===== config.mk =====
export PLATFORM = sky130hd
export DESIGN_NAME = serial_byte_reader
export DESIGN_NICKNAME = d
export VERILOG_FILES = /design/src/rtl/serial_byte_reader.sv
export SDC_FILE = /design/constraint.sdc
export NUM_CORES = 1
export LEC_CHECK = 0
export BUFFER_PORTS_ARGS = -buffer_cell sky130_fd_sc_hd__buf_2
export CORE_ASPECT_RATIO = 1.75
export CORE_MARGIN = 5
export CORE_UTILIZATION = 50
export CTS_CLUSTER_SIZE = 25
export DETAILED_ROUTE_END_ITERATION = 16
export GPL_TIMING_DRIVEN = 0
export MAX_ROUTING_LAYER = met4
export PLACE_DENSITY = 0.71
export RECOVER_POWER = 25
export SYNTH_ARGS = -nofsm -noshare
export SYNTH_HDL_FRONTEND = slang
export SYNTH_SLANG_ARGS = --single-unit

===== constraint.sdc =====
create_clock -name clk -period 1.8 [get_ports clk]
set_clock_uncertainty 0.15 [all_clocks]
set_input_delay 0.36 -clock clk [delete_from_list [all_inputs] [get_ports clk]]
set_output_delay 0.36 -clock clk [all_outputs]
set_load 0.05 [all_outputs]

===== src/rtl/serial_byte_reader.sv =====
// Bit-serial receive deserializer: assembles LSB-first bytes framed by byte_start
// and buffers them in a small FIFO behind a valid/ready interface.
//
// state | meaning
// IDLE  | waiting for byte_start; enabled bits without it are discarded
// SHIFT | assembling a byte; count is the index of the next bit
module serial_byte_reader #(
  parameter int DATA_WIDTH = 8,
  parameter int FIFO_DEPTH = 4
) (
  input  logic                          clk,
  input  logic                          rst_n,
  input  logic                          enable,
  input  logic                          serial_bus,
  input  logic                          byte_start,
  output logic [DATA_WIDTH-1:0]         data_o,
  output logic                          data_valid,
  input  logic                          data_ready,
  output logic [$clog2(DATA_WIDTH)-1:0] count,
  output logic                          overrun,
  output logic                          framing_err,
  input  logic                          clr_flags
);

  localparam int CW = $clog2(DATA_WIDTH);
  localparam int AW = $clog2(FIFO_DEPTH);
  localparam int PW = AW + 1;
  localparam logic [CW-1:0] LAST_BIT = CW'(DATA_WIDTH - 1);

  typedef enum logic {IDLE, SHIFT} state_t;

  state_t                state, state_nxt;
  logic [DATA_WIDTH-1:0] shreg;
  logic                  load_first, store_bit, byte_done, frame_evt;

  logic [DATA_WIDTH-1:0] mem [FIFO_DEPTH];
  logic [PW-1:0]         wr_ptr, rd_ptr;
  logic                  full, empty, push, pop, drop;
  logic [DATA_WIDTH-1:0] push_data;

  always_ff @(posedge clk or negedge rst_n) begin
    if (!rst_n) state <= IDLE;
    else        state <= state_nxt;
  end

  always_comb begin
    state_nxt  = state;
    load_first = 1'b0;
    store_bit  = 1'b0;
    byte_done  = 1'b0;
    frame_evt  = 1'b0;
    case (state)
      IDLE: begin
        if (enable && byte_start) begin
          load_first = 1'b1;
          state_nxt  = SHIFT;
        end
      end
      SHIFT: begin
        if (enable) begin
          if (byte_start) begin
            // restart: the partial byte is abandoned, this bit becomes bit 0
            frame_evt  = 1'b1;
            load_first = 1'b1;
          end else begin
            store_bit = 1'b1;
            if (count == LAST_BIT) begin
              byte_done = 1'b1;
              state_nxt = IDLE;
            end
          end
        end
      end
      default: state_nxt = IDLE;
    endcase
  end

  always_ff @(posedge clk or negedge rst_n) begin
    if (!rst_n) begin
      count <= '0;
      shreg <= '0;
    end else if (load_first) begin
      shreg[0] <= serial_bus;
      count    <= CW'(1);
    end else if (store_bit) begin
      shreg[count] <= serial_bus;
      count        <= byte_done ? '0 : count + CW'(1);
    end
  end

  // the final bit is merged straight into the pushed word
  assign push_data = {serial_bus, shreg[DATA_WIDTH-2:0]};

  assign empty = (wr_ptr == rd_ptr);
  assign full  = (wr_ptr[AW] != rd_ptr[AW]) && (wr_ptr[AW-1:0] == rd_ptr[AW-1:0]);
  assign pop   = !empty && data_ready;
  assign push  = byte_done && (!full || pop);
  assign drop  = byte_done && full && !pop;

  always_ff @(posedge clk or negedge rst_n) begin
    if (!rst_n) begin
      wr_ptr <= '0;
      rd_ptr <= '0;
      for (int i = 0; i < FIFO_DEPTH; i++) mem[i] <= '0;
    end else begin
      if (push) begin
        mem[wr_ptr[AW-1:0]] <= push_data;
        wr_ptr              <= wr_ptr + PW'(1);
      end
      if (pop) rd_ptr <= rd_ptr + PW'(1);
    end
  end

  assign data_valid = !empty;
  assign data_o     = data_valid ? mem[rd_ptr[AW-1:0]] : '0;

  always_ff @(posedge clk or negedge rst_n) begin
    if (!rst_n) begin
      overrun     <= 1'b0;
      framing_err <= 1'b0;
    end else if (clr_flags) begin
      overrun     <= 1'b0;
      framing_err <= 1'b0;
    end else begin
      if (drop)      overrun     <= 1'b1;
      if (frame_evt) framing_err <= 1'b1;
    end
  end

endmodule

==> flow_summary.toml <==
[worst_setup_path]
reg2reg_slack_ns = -0.39
slowest_stage = "mux4_2"
path_cells = "buf_12 -> buf_4 -> mux4_2 -> and2_4 -> buf_6"
path_class = "flip-flop to output pin"
cp.required_ns = 1.29
critPathLaunchType = "flip-flop"
critical_path.top_delay_family = "multiplexers"
critical_path.max_fanout = 5
timing.rr.start = "rd_ptr[0]$_DFFE_PN0P_"
cp.buffers_inverters = 3
startpoint = "rd_ptr[0]$_DFFE_PN0P_"
worst_path_largest_cell_delay_ns = 0.49
arrival_ns = 1.79
crit_path_end_kind = "output pin"

[logic_synthesis]
syn_inst = 166
syn_area_per_cell_um2 = 14.5
ys_seq_area_frac = 0.530
syn_nets = 180
syn_area_um2 = 2410
synth-compound-area-share = 0.0239
synthMuxAreaShare = 0.267
synthSimpleGateAreaFrac = 0.0983
synthXorXnorAreaFrac = 0.0255
yosysUniqueCellTypes = 28
synth_top_family_by_area = "multiplexers"
synthAdderAreaFrac = 0.0364
ys_ff_latch = 51
ys_warn_count = 0

[clock_tree]
cts_root_buffer = "clkbuf_8"
htreeDepth = 2
clkSlewWorstSetupHoldPaths_ns = 0.08
cts_tree = "built"
clk_latency_ns = 0.30
cts_buffers = 5
cts_buffer_depth = 2
cts_sinks = 51
cts_hold_buffers = 0

[sta]
worst_pin_slew_ns = 1.24
fin_setup_tns_ns = -17.08
fin_crit_ns = 2.30
slew_headroom = 0.171
final_max_slew_viol_count = 0
setup_viol = 46
finalHoldViolations = 0
rsz0062_at_grt = "true"
worst_slack_ns = -0.501
clock.fmax_mhz = 435
hold_ws_ns = 0.0771
fin_crit_sh = 1.28

[layout]
layoutNonFillerInstCount = 265
diodes = 0
drive_above_1_share = 0.587
area_delta_synth_final_pct = 35.2
layout.nets = 226
mostFrequentLayoutCell = "dfrtp_1"
fin_util = 0.697
layout_common_cells = "dfrtp_1, mux2_4, buf_6"

[global_route]
grt_max_degree = 52
grt_usage = 0.178
antenna_found_initial = 0
grt_pass1_wl_um = 8480
grt_pass1_vias = 1650
grt_overflow = 0

[detailed_routing]
dr.pass1.iters = 4
drc = 0
vias = 1555
wl_um = 5370
drtIter0Drc = 30
via_per_inst = 5.87
antenna_left = 0
routedWlPerCell_um = 20.3

[power]
ir_drop_mv = 0.944
power-per-cell-area_nw_per_um2 = 1140
p_leak_nw = 1.58

[placement]
place_inst = 237
dpl_worst_slack_ns = -0.341
gp_congestion = 0.712
hpwl_um = 3260
port_buffers = 19

[floorplan]
rows = 33
ios = 21
start_util = 0.516
fp.dieW_um = 62.4
die_area_um2 = 6350
die_h_um = 102
coreArea_um2 = 4670

[hold_path]
worstHoldStart = "clr_flags"
hold_class = "input port to flip-flop"

[run]
cap_violations = 0

[status]
status = "finished with violations"
violations = "setup timing"
-- layer usage --
| layer | GRT usage | share of wire | vias up | wire (µm) |
|---|---|---|---|---|
| li1 | - | - | 696 | - |
| met1 | 0.202 | 0.40 | 813 | 2150 |
| met2 | 0.316 | 0.54 | 36 | 2900 |
| met3 | 0.0222 | 0.035 | 10 | 189 |
| met4 | 0.0735 | 0.024 | 0 | 127 |
| met5 | - | 0 | - | 0 |
-- flip-flops by register name (all words and copies together), names as in the netlist --
signal / flops
count: 3
framing_err: 1
mem: 32
overrun: 1
rd_ptr: 3
shreg: 7
state: 1
wr_ptr: 3
-- cell type report --
| class | instances | area, µm² |
|---|---|---|
| flip-flops and latches | 51 | 1280 |
| multi-input cells | 107 | 1360 |
| repair buffers | 38 | 368 |
| well taps | 52 | 65.1 |
| clock buffers | 7 | 76.3 |
| plain buffers | 5 | 52.6 |
| clock inverters | 1 | 30.0 |
| inverters | 4 | 15.0 |
| fillers | 323 | 1410 |
-- Yosys cell counts --
library cell | n | share of area
dfrtp_1 | 51 | 0.53
mux2_2 | 41 | 0.19
and2_1 | 8 | 0.021
mux4_2 | 8 | 0.075
ha_1 | 7 | 0.036
nand2_1 | 7 | 0.011
xnor2_1 | 6 | 0.022
inv_1 | 4 | 0.0062
nand3_2 | 4 | 0.017
clkbuf_1 | 3 | 0.0047
nand3b_1 | 3 | 0.0094
nor3b_1 | 3 | 0.0094
a32o_1 | 2 | 0.0083
nand3_1 | 2 | 0.0042
nor2_1 | 2 | 0.0031
nor3_1 | 2 | 0.0042
o21ai_0 | 2 | 0.0042
a21oi_1 | 1 | 0.0021
a22o_1 | 1 | 0.0036
a22oi_1 | 1 | 0.0031
a31oi_1 | 1 | 0.0026
and3b_1 | 1 | 0.0036
buf_4 | 1 | 0.0031
buf_6 | 1 | 0.0047
nand4b_2 | 1 | 0.0062
nor3_4 | 1 | 0.0068
or2b_1 | 1 | 0.0031
xor2_1 | 1 | 0.0036
-- final timing paths --
path,cells after the start,endpoint
worst min register to register,2,framing_err$_DFFE_PN0P_
min in group asynchronous,1,mem[22]$_DFFE_PN0P_
worst min-delay path,2,overrun$_DFFE_PN0P_
worst max-delay path,5,data_o[7]
max in group asynchronous,1,count[1]$_DFFE_PN0P_
worst max register to register,8,mem[19]$_DFFE_PN0P_
-- power by group --
| part | total (W) | switching [W] | internal, W |
|---|---|---|---|
| Clock | 0.000772 | 0.000356 | 0.000416 |
| Combinational | 0.00147 | 0.000643 | 0.000822 |
| Sequential | 0.00148 | 0.000193 | 0.00129 |
-- repair_timing --
action | CTS | global route
gates resized for setup | 28 | 46
pin swaps | 7 | 11
endpoints found under the setup margin | 45 | 47
buffers inserted | 5 | 12
cloned | 2 | 1
-- cells by family after synthesis --
group                      after synthesis
DFF                                     51
and+or+nand+nor                         35
xor gates and xnor gates                 7
AOI/OAI and AO/OA                        8
adders and majority gates                7
buffers and inverters                    9
muxes                                   49
-- per-stage QoR --
stage | area (µm²) | total power [W]
finish | 3250 | 0.00372
global route | 3250 | 0.00389
CTS | 2960 | 0.00341
detailed placement | 2660 | 0.00233
global placement | 2660 | 0.00226
floorplan | 2500 | 0.00209
No activity file was read; power rests on OpenSTA's default activity.
